[config.mk]
export PLATFORM = sky130hd
export DESIGN_NAME = debounce_multi
export DESIGN_NICKNAME = d
export VERILOG_FILES = /design/src/rtl/debounce_multi.sv
export SDC_FILE = /design/constraint.sdc
export NUM_CORES = 1
export LEC_CHECK = 0
export CAP_MARGIN = 20
export CORE_MARGIN = 2
export CORE_UTILIZATION = 40
export CTS_CLUSTER_SIZE = 24
export DETAILED_ROUTE_END_ITERATION = 7
export PLACE_DENSITY_LB_ADDON = 0.08
export SLEW_MARGIN = 5
export SYNTH_ARGS = -nofsm -noshare
export SYNTH_HDL_FRONTEND = slang
export SYNTH_SLANG_ARGS = --single-unit
export TNS_END_PERCENT = 5
[constraint.sdc]
create_clock -name clk_i -period 2.5 [get_ports clk_i]
set_clock_uncertainty 0.1 [all_clocks]
set_input_delay 0.625 -clock clk_i [delete_from_list [all_inputs] [get_ports clk_i]]
set_output_delay 0.625 -clock clk_i [all_outputs]
set_load 0.01 [all_outputs]
[src/rtl/debounce_multi.sv]
// Multi-channel button/switch debouncer: per-channel synchronizer, stability counter, level and edge pulses.
// Optional long-press detection is compiled in when DEBOUNCE_LONG_PRESS_EN is defined.
module debounce_multi #(
  parameter int els_p           = 4,
  parameter int stable_cycles_p = 1024,
  parameter int sync_stages_p   = 2
`ifdef DEBOUNCE_LONG_PRESS_EN
  , parameter int long_cycles_p = 65536
`endif
) (
  input  logic             clk_i,
  input  logic             reset_n_i,
  input  logic [els_p-1:0] button_i,
  output logic [els_p-1:0] debounce_o,
  output logic [els_p-1:0] rise_o,
  output logic [els_p-1:0] fall_o
`ifdef DEBOUNCE_LONG_PRESS_EN
  , output logic [els_p-1:0] long_o
`endif
);

  localparam int cnt_width_lp = (stable_cycles_p + 1 > 1) ? $clog2(stable_cycles_p + 1) : 1;
  localparam logic [cnt_width_lp-1:0] cnt_last_lp = cnt_width_lp'(stable_cycles_p - 1);
  localparam logic [cnt_width_lp-1:0] cnt_one_lp  = cnt_width_lp'(1);

`ifdef DEBOUNCE_LONG_PRESS_EN
  localparam int hold_width_lp = $clog2(long_cycles_p + 1);
  localparam logic [hold_width_lp-1:0] hold_last_lp = hold_width_lp'(long_cycles_p - 1);
  localparam logic [hold_width_lp-1:0] hold_max_lp  = hold_width_lp'(long_cycles_p);
  localparam logic [hold_width_lp-1:0] hold_one_lp  = hold_width_lp'(1);
`endif

  for (genvar i = 0; i < els_p; i++) begin : g_ch
    logic [sync_stages_p-1:0] sync_q;
    logic [cnt_width_lp-1:0]  cnt_q;
    logic                     deb_q;
    logic                     rise_q;
    logic                     fall_q;
    logic                     sync;

    assign sync = sync_q[sync_stages_p-1];

    always_ff @(posedge clk_i or negedge reset_n_i) begin
      if (!reset_n_i) sync_q <= '0;
      else            sync_q <= {sync_q[sync_stages_p-2:0], button_i[i]};
    end

    // Any cycle where sync agrees with the level restarts the window.
    always_ff @(posedge clk_i or negedge reset_n_i) begin
      if (!reset_n_i) begin
        cnt_q  <= '0;
        deb_q  <= 1'b0;
        rise_q <= 1'b0;
        fall_q <= 1'b0;
      end else begin
        rise_q <= 1'b0;
        fall_q <= 1'b0;
        if (sync == deb_q) begin
          cnt_q <= '0;
        end else if (cnt_q == cnt_last_lp) begin
          cnt_q  <= '0;
          deb_q  <= sync;
          rise_q <= sync;
          fall_q <= ~sync;
        end else begin
          cnt_q <= cnt_q + cnt_one_lp;
        end
      end
    end

    assign debounce_o[i] = deb_q;
    assign rise_o[i]     = rise_q;
    assign fall_o[i]     = fall_q;

`ifdef DEBOUNCE_LONG_PRESS_EN
    logic [hold_width_lp-1:0] hold_q;
    logic                     long_q;

    // Hold counter saturates at the threshold, so the pulse fires once per press.
    always_ff @(posedge clk_i or negedge reset_n_i) begin
      if (!reset_n_i) begin
        hold_q <= '0;
        long_q <= 1'b0;
      end else if (!deb_q) begin
        hold_q <= '0;
        long_q <= 1'b0;
      end else begin
        long_q <= (hold_q == hold_last_lp);
        if (hold_q != hold_max_lp) hold_q <= hold_q + hold_one_lp;
      end
    end

    assign long_o[i] = long_q;
`endif
  end

endmodule

==> metrics.md, run 1 <==
| Metric | Value |
|---|---|
| Outcome | complete, no violations |
| Internal | 0.00158 W |
| CP max stage delay | roughly 0.57 ns |
| Initial Util | a little over two fifths |
| Hold Vio Cnt, Final | 0 |
| Share of power burned in registers | between 50% and 60% |
| #FFs+latches synth | 64 |
| Pleak | approximately 1.3 nW |
| Mapped Avg Cell Area | 11.7 sq um |
| Synth warn | 0 |
| Reg2Reg Depth | 4 |
| # resized after CTS | 0 |
| Power per Cell Area | between 600 and 700 nW/um^2 |
| Initial DRC count | 83 |
| Syn Std Cell Area | ~2900 sq um |
| I/O pins | 18 |
| Core Region | ~7000 sq um |
| Largest net degree at the start of global routing | 65 |
| Placement Setup Slack | slightly above 0.6 ns |
| Reg-to-Reg End | g_ch[1].deb_q$_DFFE_PN0P_ |
| Flop2flop setup slack | around 0.62 ns |
| WP depth | 1 |
| Final GP Congestion | roughly 0.74 |
| Post-synth cell types | 25 |
| Crit path buf inv count | 1 |
| Via count | 1,914 |
| Worst Setup EP | debounce_o[2] |
| Tcrit/Tclk final | between 80% and 90% |
| Number of fill cells | roughly 630 |
| Synth top cells by count | 64 x dfrtp_1, 16 x nand3_1, 16 x nor2_1 |
| CTS tree | done |
| Compound-Gate Fraction of Synth Area | between 10% and 20% |
| Post-synthesis simple-gate area fraction | between 10% and 20% |
| CTS H-tree lvls | 3 |
| Clk pwr share | 43.9% |
| Critical path's slowest cell | clkdlybuf4s50_1 |
| Post-Synth XOR/XNOR Area | between 5 and 6% |
| Die width | between 80 and 90 um |
| Ys async rst share | 100% |
| Cts hold-fix bufs | 0 |
| Main synth FF type | dfrtp_1 |
| Row count | 30 |
| Worst-path clk slew | roughly 0.080 ns |
| Root Driver | clkbuf_8 |
| Worst path cell trace | clkdlybuf4s50_1 |
| CTS buffer count | 9 |
| Top area cells in the synthesized netlist | dfrtp_1 56%, xor2_1 3.7%, buf_4 3.1% |
| Port Buf Inserts | 17 |
| Setup violators final | 0 |
| Sum Neg Setup Slack | 0 ns |
| RR Startpoint | g_ch[1].cnt_q[1]$_DFF_PN0_ |
| Syn_nets | around 250 |
| Critical Path Start | g_ch[2].deb_q$_DFFE_PN0P_ |
| CP top delay family | buffers and inverters |
| Final min period | ~2.1 ns |
| Area growth syn-to-layout | 15.0% |
| Most common cell in the netlist | dfrtp_1 |
| Antenna cell count | 0 |
| Post-DRT Antenna Nets | 0 |
| Final hold slack | 0.194 ns |
| Worst setup SP type | register |
| DP Area | around 3000 sq um |
| Mux cell area share after synthesis | under 10% |
| Slew @ Worst Pin | between 0.6 and 0.7 ns |
| Vias per cell | 5.27 |
| Vias in the first global route | 1,769 |
| Number of synthesized flops with an enable pin | 0 |
| Initial antenna violation count | 0 |
| Synth area leader | dfrtp_1 |
| Post-synth top area share | ~56% |
| Critical Path RT | 1.77 ns |
| Post-synthesis sequential area ratio | around 56% |
| Global Route Usage Sum | 14.4% |
| Clk_lat worst skew | between 0.3 and 0.4 ns |
| Post-synthesis adder-cell area fraction | between 1.5 and 2% |
| Worst VDD drop | 0.338 mV |
| Combinational family with the most area after synthesis | simple AND/OR/NAND/NOR gates |
| Max Freq | 480 MHz |
| Rel. slew slack | between 50% and 60% |
| Die Y-Extent | between 80 and 90 um |
| Total gr overflow | 0 |
| WS Path Type | reg -> out |
| DIE AREA | approximately 7800 sq um |
| Residual DRC | 0 |
| RSZ-0062 raised after global routing | false |
| CP Capture Type | output port |
| Max-cap violations | 0 |
| Synth Instances | 244 |
| Arr. time, crit path | between 1 and 1.5 ns |
| CP Max Fanout | 6 |
| Drt wl/cell | around 14 um |
| Final setup margin | ~0.42 ns |
| Nets | between 200 and 300 |
| Final Routed Wirelength | just under 5 mm |
| Setup Buffers After CTS | 0 |
| Detailed Place HPWL | roughly 3.2 mm |
| Initial DRT Pass Iterations | 4 |
| Share of cells above drive strength 1 | 12.4% |
| Pins over their slew limit | 0 |
| Switch share | roughly a quarter |
| Comb power frac | about 4% |
| Clk sinks | 64 |
| Switching power | 0.000493 W |
| Type of the most critical hold path | in -> async |
| Fin area | 3290 sq um |
| Global-route wire length before repair | between 8 and 9 mm |
| Clock Path Buffers | 2 |
## worst min-delay path by stage
stage	slack [ns]	startpoint	endpoint	cells after the start
2_1_floorplan	0.23	reset_n_i	g_ch[0].cnt_q[0]$_DFF_PN0_	0
3_3_place_gp	0.24	g_ch[1].sync_q[0]$_DFF_PN0_	g_ch[1].sync_q[1]$_DFF_PN0_	0
3_5_place_dp	0.24	g_ch[3].sync_q[0]$_DFF_PN0_	g_ch[3].sync_q[1]$_DFF_PN0_	0
4_1_cts	0.20	reset_n_i	g_ch[2].deb_q$_DFFE_PN0P_	2
5_1_grt	0.21	reset_n_i	g_ch[2].deb_q$_DFFE_PN0P_	2
6_report	0.19	reset_n_i	g_ch[2].deb_q$_DFFE_PN0P_	2
## layer usage
metal  up-vias  track usage, %  share of wire [%]
li1        931               -                  -
met1       938            20.7                 50
met2        36            20.7                 45
met3         9            3.36                3.4
met4         0            6.61                1.6
met5         -               0                  0
## through the flow
step | instances | power (W) | util (%)
after detailed placement | 347 | 0.00118 | 44.9
final | 363 | 0.00207 | 47.9
after global placement | 347 | 0.00119 | 44.9
after CTS | 363 | 0.00211 | 47.9
after floorplan | 244 | 0.00113 | -
after global routing | 363 | 0.00217 | 47.9
## placed cells by master, fill, tap and decap left out
| master | count |
|---|---|
| o21ai_0 | 9 |
| xor2_1 | 12 |
| clkdlybuf4s50_1 | 16 |
| nand2b_1 | 3 |
| ha_1 | 4 |
| dfrtp_1 | 64 |
| o41ai_1 | 1 |
| o31ai_1 | 11 |
| o41ai_2 | 3 |
| buf_12 | 1 |
| o311a_1 | 4 |
| nand2_1 | 11 |
| nand3_1 | 16 |
| buf_4 | 1 |
| nand4_1 | 5 |
| or3_1 | 9 |
| or4_4 | 4 |
| clkinv_4 | 3 |
| a21oi_1 | 14 |
| or4_1 | 11 |
| buf_2 | 1 |
| nor3b_1 | 8 |
| nor2_1 | 16 |
| xnor2_1 | 5 |
| a21boi_0 | 6 |
| nand3_4 | 3 |
| inv_1 | 5 |
| bufinv_16 | 1 |
| clkbuf_8 | 10 |
| clkinvlp_4 | 1 |
| clkinv_2 | 1 |
| and3_1 | 4 |
| mux2_4 | 4 |
## registers in the layout, summed over array words and instances (netlist names)
name	count
g_ch.cnt_q	44
g_ch.rise_q	4
g_ch.sync_q	8
g_ch.fall_q	4
g_ch.deb_q	4
## power groups by stage
| stage | Combinational, W | Sequential (W) | Clock [W] |
|---|---|---|---|
| finish | 0.0000813 | 0.00108 | 0.000911 |
| detailed placement | 0.0000832 | 0.00110 | 0 |
| global route | 0.0000941 | 0.00108 | 0.000995 |
| global placement | 0.0000865 | 0.00110 | 0 |
| floorplan | 0.0000383 | 0.00110 | 0 |
| CTS | 0.0000850 | 0.00108 | 0.000942 |
## kinds of logic after synthesis
group                    count (synthesis)
adder cells (fa/ha/maj)                  4
XOR/XNOR                                17
buffers and inverters                   17
flip-flops                              64
multiplexers                             4
AO/OA/AOI/OAI                           48
AND/OR/NAND/NOR                         90
## area by class of cell
class	instances	area (sq um)	area share [%]
multi-input combinational	163	1150	35.0
clock inverter	6	68.8	2.09
sequential	64	1600	48.7
clock buffer	10	138	4.18
timing repair buffer	19	193	5.85
inverter	5	18.8	0.570
tap	96	120	3.65
Note: power is estimated with default switching activity, not from simulation.
==> run 2: changes to the inputs <==
clock period = 1.9 ns   (was 2.5 ns; I/O delays follow)
==> run 2 against run 1 <==
Power increased by 37%. Sequential share of layout area decreased by 2.0 points. Clock power increased by 42%. Hold slack got worse by 0.16 ns. Global-route usage increased by 0.27 points. Non-clock buffer count increased by 18. Setup slack got worse by 0.32 ns. Register-to-register slack got worse by 0.52 ns. Combinational power increased by 53%. First-iteration DRC count decreased by 3.6%. Critical path depth increased by 3. Critical endpoint is now g_ch[0].deb_q$_DFFE_PN0P_.
==> metrics.md, run 2 (synthesis gave the netlist of run 1 again) <==
| Metric | Value |
|---|---|
| Outcome | complete, no violations |
| Comb power frac | 4.4% (+0.5 points) |
| Biggest register | g_ch.cnt_q |
| Detailed Place HPWL | 3.43 mm (+6.9%) |
| Residual DRC | 0 (unchanged) |
| Drt wl/cell | 13.1 um (-3.7%) |
| Post-DRT Antenna Nets | 0 (unchanged) |
| Initial Util | 41.7% (unchanged) |
| Commonest non-fill, non-tap cell in the layout | dfrtp_1 |
| Switch share | 22.8% (-0.93 points) |
| Worst setup SP type | register |
| Share of cells above drive strength 1 | 18.2% (+5.9 points) |
| Sum Neg Setup Slack | 0 ns (unchanged) |
| Final min period | 1.80 ns |
| Initial antenna violation count | 0 (unchanged) |
| Type of the most critical hold path | in -> async |
| Critical Path Start | g_ch[0].cnt_q[1]$_DFF_PN0_ |
| Port Buf Inserts | 17 (unchanged) |
| Area growth syn-to-layout | 20.1% |
| Vias in the first global route | 1,911 (+8.0%) |
| CP Max Fanout | 4 (-2) |
| Setup violators final | 0 (unchanged) |
| Sequential cell area | 1600 sq um (about the same) |
| Number of fill cells | 632 (-0.32%) |
| Tcrit/Tclk final | between 90% and 100% |
| Hold Vio Cnt, Final | 0 (unchanged) |
| Root Driver | clkbuf_8 |
| Total power | 0.00283 W (+37%) |
| CTS H-tree lvls | 3 (unchanged) |
| Pins over their slew limit | 0 (unchanged) |
| Max Freq | roughly 560 MHz |
| Clock Path Buffers | 2 (unchanged) |
| DIE AREA | 7850 sq um (unchanged) |
| Worst VDD drop | 0.442 mV (+31%) |
| Top Registers | g_ch.cnt_q x44, g_ch.sync_q x8 |
| Most frequent cells in the layout | 63 x dfrtp_1, 19 x buf_4, 16 x nand3_1, 16 x nor2_1, 14 x a21oi_1 |
| WS Path Type | reg -> reg |
| Nets | 290 (+6.6%) |
| Die width | 88.6 um (unchanged) |
| Max reg flops | 44 (unchanged) |
| Internal | 0.00218 W (+38%) |
| Via count | 1,964 (+2.6%) |
| Total gr overflow | 0 (unchanged) |
| Reg2Reg Depth | 4 (unchanged) |
| Row count | 30 (unchanged) |
| CTS tree | done |
| Max-cap violations | 0 (unchanged) |
| Largest net degree at the start of global routing | 65 (unchanged) |
| CP Capture Type | register |
| Die Y-Extent | 88.6 um (unchanged) |
| I/O pins | 18 (unchanged) |
| Worst-path clk slew | 0.07 ns (about the same) |
| Slew @ Worst Pin | 0.403 ns (-0.295 ns) |
| Share of power burned in registers | 50.2% (-1.9 points) |
| Initial DRT Pass Iterations | 4 (unchanged) |
| Global Route Usage Sum | 14.7% (+0.27 points) |
| Clk sinks | 64 (unchanged) |
| Clk_lat worst skew | 0.34 ns (about the same) |
| Core Util, Final | 50.1% (+2.1 points) |
| Flop2flop setup slack | 0.10 ns (-0.52 ns) |
| Core Region | 6870 sq um (unchanged) |
| Switching power | 0.000647 W (+31%) |
| CTS buffer count | 9 (unchanged) |
| RR Startpoint | g_ch[0].cnt_q[1]$_DFF_PN0_ |
| Antenna cell count | 0 (unchanged) |
| Vias per cell | 5.15 (-2.2%) |
| Placement Setup Slack | 0.107 ns (-0.509 ns) |
| Pleak | 1.42 nW (+7.1%) |
| Final GP Congestion | 0.754 (+2.0%) |
| RSZ-0062 raised after global routing | false |
| Clk pwr share | 45.4% (+1.5 points) |
| Arr. time, crit path | 1.92 ns (+0.56 ns) |
| Global-route wire length before repair | 8.84 mm (+2.7%) |
| Worst Setup EP | g_ch[0].deb_q$_DFFE_PN0P_ |
| Final setup margin | 0.100 ns (-0.316 ns) |
| Footprint of the multi-input gates | 1150 sq um (unchanged) |
| Final Routed Wirelength | 5.00 mm (+1.1%) |
| Reg-to-Reg End | g_ch[0].deb_q$_DFFE_PN0P_ |
| Rel. slew slack | 72.9% (+20 points) |
| Initial DRC count | 80 (-3.6%) |
| Power per Cell Area | 823 nW/um^2 (+31%) |
| Critical Path RT | 2.02 ns (+0.25 ns) |
[run 2: metal layers]
metal,global-route usage (%),up-vias,wire length (um)
met1,20.5,961,2550
li1,-,969,-
met3,3.17,7,141
met2,21.6,27,2240
met4,7.44,0,72
met5,0,-,0
[run 2: stage by stage]
step	hold slack (ns)	instance area, sq um	std cells
floorplan	0.0794	2860	244
global placement	0.232	3210	364
detailed placement	0.235	3210	364
CTS	0.0465	3440	381
global route	0.0640	3440	381
finish	0.0383	3440	381
[run 2: power groups by stage]
stage | registers (W) | logic (W) | clock network, W
after CTS | 0.00142 | 0.000130 | 0.00132
after detailed placement | 0.00145 | 0.000128 | 0
after floorplan | 0.00144 | 0.0000504 | 0
final | 0.00142 | 0.000124 | 0.00129
after global placement | 0.00144 | 0.000129 | 0
after global routing | 0.00142 | 0.000142 | 0.00139
[run 2: critical path: stages, from the launching register on]
cell and delay [ns]:
dfrtp_1 0.39, ha_1 0.24, nand3_4 0.09, or4_4 0.55, mux2_4 0.31
[run 2: how the worst min path moves through the flow]
| stage | to | from |
|---|---|---|
| after floorplan | g_ch[0].cnt_q[0]$_DFF_PN0_ | reset_n_i |
| after global placement | g_ch[0].sync_q[1]$_DFF_PN0_ | g_ch[0].sync_q[0]$_DFF_PN0_ |
| after detailed placement | g_ch[3].sync_q[1]$_DFF_PN0_ | g_ch[3].sync_q[0]$_DFF_PN0_ |
| after CTS | g_ch[2].cnt_q[10]$_DFF_PN0_ | reset_n_i |
| after global routing | g_ch[2].cnt_q[10]$_DFF_PN0_ | reset_n_i |
| final | g_ch[1].cnt_q[6]$_DFF_PN0_ | reset_n_i |
[run 2: area by class of cell]
| cell class | count | share of cell area [%] |
|---|---|---|
| Inverter | 5 | 0.546 |
| Clock buffer | 9 | 3.60 |
| Timing Repair Buffer | 37 | 9.43 |
| Clock inverter | 7 | 2.80 |
| Sequential cell | 64 | 46.6 |
| Multi-Input combinational cell | 163 | 33.5 |
| Tap cell | 96 | 3.49 |
[run 2: timing repair]
item / 4_1_cts / 5_1_grt
hold endpoints to repair: 0 / 0
hold buffers: 0 / 0
resized for setup: 4 / 0
setup buffers: 1 / 0
setup endpoints to repair: 4 / 0
==> run 3: changes to the inputs <==
CELL_PAD_IN_SITES_DETAIL_PLACEMENT = 1   (was default)
CELL_PAD_IN_SITES_GLOBAL_PLACEMENT = 1   (was default)
clock period = 1.95 ns   (was 1.9 ns; I/O delays follow)
==> run 3 against run 2 <==
Routed wire length is 10% higher. Clock power is 16% lower. Sequential cell count stayed put. First-iteration DRC count is 10% higher. Core utilization is 1.2 points lower. Cell count is 1.8% lower. Register-to-register slack hardly changed. Sequential share of layout area is 1.2 points higher. Sequential power hardly changed. Design area is 2.4% lower. Non-clock buffer count is 7 lower.
==> metrics.md, run 3 (synthesis gave the netlist of run 1 again) <==
| Metric | Value |
|---|---|
| Nets | 283 (-2.4%) |
| CTS tree | done |
| Pleak | 1.40 nW (-1.5%) |
| Row count | 30 (unchanged) |
| Share of cells above drive strength 1 | 15.8% (-2.4 points) |
| Clk_lat worst skew | 0.34 ns (about the same) |
| Critical path's slowest cell | clkdlybuf4s50_1 |
| Residual DRC | 0 (unchanged) |
| Die Y-Extent | 88.6 um (unchanged) |
| CTS H-tree lvls | 3 (unchanged) |
| CP top delay family | buffers and inverters |
| Reg-to-Reg End | g_ch[1].deb_q$_DFFE_PN0P_ |
| Final GP Congestion | 0.747 (-0.98%) |
| Top Registers | g_ch.cnt_q x44, g_ch.sync_q x8 |
| CP Capture Type | output port |
| Drt wl/cell | 14.7 um (+12%) |
| CP max stage delay | 0.56 ns (about the same) |
| RR Startpoint | g_ch[1].cnt_q[0]$_DFF_PN0_ |
| Biggest register | g_ch.cnt_q |
| Vias per cell | 5.22 (+1.4%) |
| Global Route Usage Sum | 16.5% (+1.8 points) |
| Slew @ Worst Pin | 0.373 ns (-0.0298 ns) |
| Clock Path Buffers | 2 (unchanged) |
| Worst path cell trace | clkdlybuf4s50_1 |
| Max reg flops | 44 (unchanged) |
| Global-route wire length before repair | 9.69 mm (+9.7%) |
| Sum Neg Setup Slack | 0 ns (unchanged) |
| Flop2flop setup slack | 0.11 ns (about the same) |
| Worst-path clk slew | 0.07 ns (about the same) |
| I/O pins | 18 (unchanged) |
| Final Routed Wirelength | 5.50 mm (+10%) |
| Reg2Reg Depth | 4 (unchanged) |
| Critical Path RT | 1.36 ns (-0.66 ns) |
| Total gr overflow | 0 (unchanged) |
| Post-DRT Antenna Nets | 0 (unchanged) |
| Final min period | 1.90 ns |
| Cts hold-fix bufs | 0 (unchanged) |
| RSZ-0062 raised after global routing | false |
| Sequential cell area | 1610 sq um (+0.16%) |
| Setup violators final | 0 (unchanged) |
| Root Driver | clkbuf_8 |
| Hold Vio Cnt, Final | 0 (unchanged) |
| Commonest non-fill, non-tap cell in the layout | dfrtp_1 |
| Core Region | 6870 sq um (unchanged) |
| DP Area | 3170 sq um (-1.4%) |
| Port Buf Inserts | 17 (unchanged) |
| Worst Setup EP | debounce_o[3] |
| Max-cap violations | 0 (unchanged) |
| Outcome | complete, no violations |
| Tcrit/Tclk final | 97.5% |
| DIE AREA | 7850 sq um (unchanged) |
| Die width | 88.6 um (unchanged) |
| Initial antenna violation count | 0 (unchanged) |
| Initial DRT Pass Iterations | 4 (unchanged) |
| Type of the most critical hold path | in -> async |
| Top Layer Used | met4 |
| Initial DRC count | 88 (+10%) |
| Met3 wire len | 151 um (+7.1%) |
| Met2 WL | 2.58 mm (+15%) |
| Fin area | 3360 sq um (-2.4%) |
| Detailed Place HPWL | 3.80 mm (+11%) |
| Setup Buffers After CTS | 0 (-1) |
| Rel. slew slack | 75.1% (+2.2 points) |
| Antenna cell count | 0 (unchanged) |
| WP depth | 1 (-3) |
| CTS buffer count | 9 (unchanged) |
| Footprint of the multi-input gates | 1150 sq um (unchanged) |
| Via count | 1,954 (-0.51%) |
| Crit path buf inv count | 1 (+1) |
| Pins over their slew limit | 0 (unchanged) |
| Number of fill cells | 750 (+19%) |
| Worst VDD drop | 0.367 mV (-17%) |
| Initial Util | 41.7% (unchanged) |
| CP Max Fanout | 5 (+1) |
| WS Path Type | reg -> out |
| Power per Cell Area | 768 nW/um^2 (-6.7%) |
| Largest net degree at the start of global routing | 65 (unchanged) |
| Area growth syn-to-layout | 17.3% |
| Max Freq | about 530 MHz |
| # resized after CTS | 2 (-2) |
| Clk sinks | 64 (unchanged) |
| Worst setup SP type | register |
| Arr. time, crit path | 1.31 ns (-0.61 ns) |
| Critical Path Start | g_ch[3].deb_q$_DFFE_PN0P_ |
| Most frequent cells in the layout | 61 x dfrtp_1, 16 x nand3_1, 16 x nor2_1 |
| Vias in the first global route | 2,022 (+5.8%) |
| Met1 wire length | 2.66 mm (+4.1%) |
==> run 3: changes by cell type in the layout (fill, tap and decap cells not counted), sizes merged <==
cell and delta:
buf -7, clkbuf +3, clkinvlp -3, dlygate4sd2 -3, dlymetal6s2s +2, bufinv -1, clkdlybuf4s50 +1, clkinv +1
==> run 3: report_power, final <==
group          internal [W]  switching [W]  total (W)  leakage [nW]
Sequential          0.00136      0.0000320    0.00139         0.861
Clock              0.000586       0.000493    0.00108        0.0941
Combinational     0.0000485      0.0000629   0.000111         0.445
Total               0.00199       0.000588    0.00258          1.40
==> run 3: final cells by class <==
| cell class | count | share of cell area [%] |
|---|---|---|
| sequential | 64 | 47.8 |
| multi-input combinational | 163 | 34.3 |
| timing repair buffer | 30 | 8.35 |
| clock buffer | 12 | 4.03 |
| tap | 96 | 3.58 |
| clock inverter | 4 | 1.34 |
| inverter | 5 | 0.559 |
==> run 3: worst min path at each step <==
stage	start	end	slack [ns]	cells after the start
detailed placement	g_ch[3].sync_q[0]$_DFF_PN0_	g_ch[3].sync_q[1]$_DFF_PN0_	0.24	0
global route	reset_n_i	g_ch[1].cnt_q[8]$_DFF_PN0_	0.07	2
CTS	reset_n_i	g_ch[1].cnt_q[8]$_DFF_PN0_	0.06	2
finish	reset_n_i	g_ch[1].cnt_q[8]$_DFF_PN0_	0.04	2
floorplan	reset_n_i	g_ch[0].cnt_q[0]$_DFF_PN0_	0.09	0
global placement	g_ch[3].sync_q[0]$_DFF_PN0_	g_ch[3].sync_q[1]$_DFF_PN0_	0.23	0
==> run 3: worst reg2reg max path, cell delays in order, from the launching register on <==
cell     delay [ns]
dfrtp_1        0.42
ha_1           0.26
nand3_4        0.09
or4_4          0.55
mux2_4         0.32
==> run 3: metal layers <==
metal  vias to the layer above  GRT usage (%)
met1                       969           22.0
met3                        10           4.01
met4                         0           8.68
li1                        951              -
met2                        24           24.9
met5                         -              0
==> run 3: metrics by stage <==
stage | hold WS (ns) | cells | util, % | power (W) | setup WS (ns)
after CTS | 0.0585 | 374 | 48.8 | 0.00262 | 0.0136
final | 0.0449 | 374 | 48.9 | 0.00258 | 0.0480
after global routing | 0.0686 | 374 | 48.9 | 0.00270 | 0.00331
after global placement | 0.233 | 358 | 46.1 | 0.00153 | 0.166
after floorplan | 0.0919 | 244 | - | 0.00145 | 0.155
after detailed placement | 0.236 | 358 | 46.1 | 0.00153 | 0.117
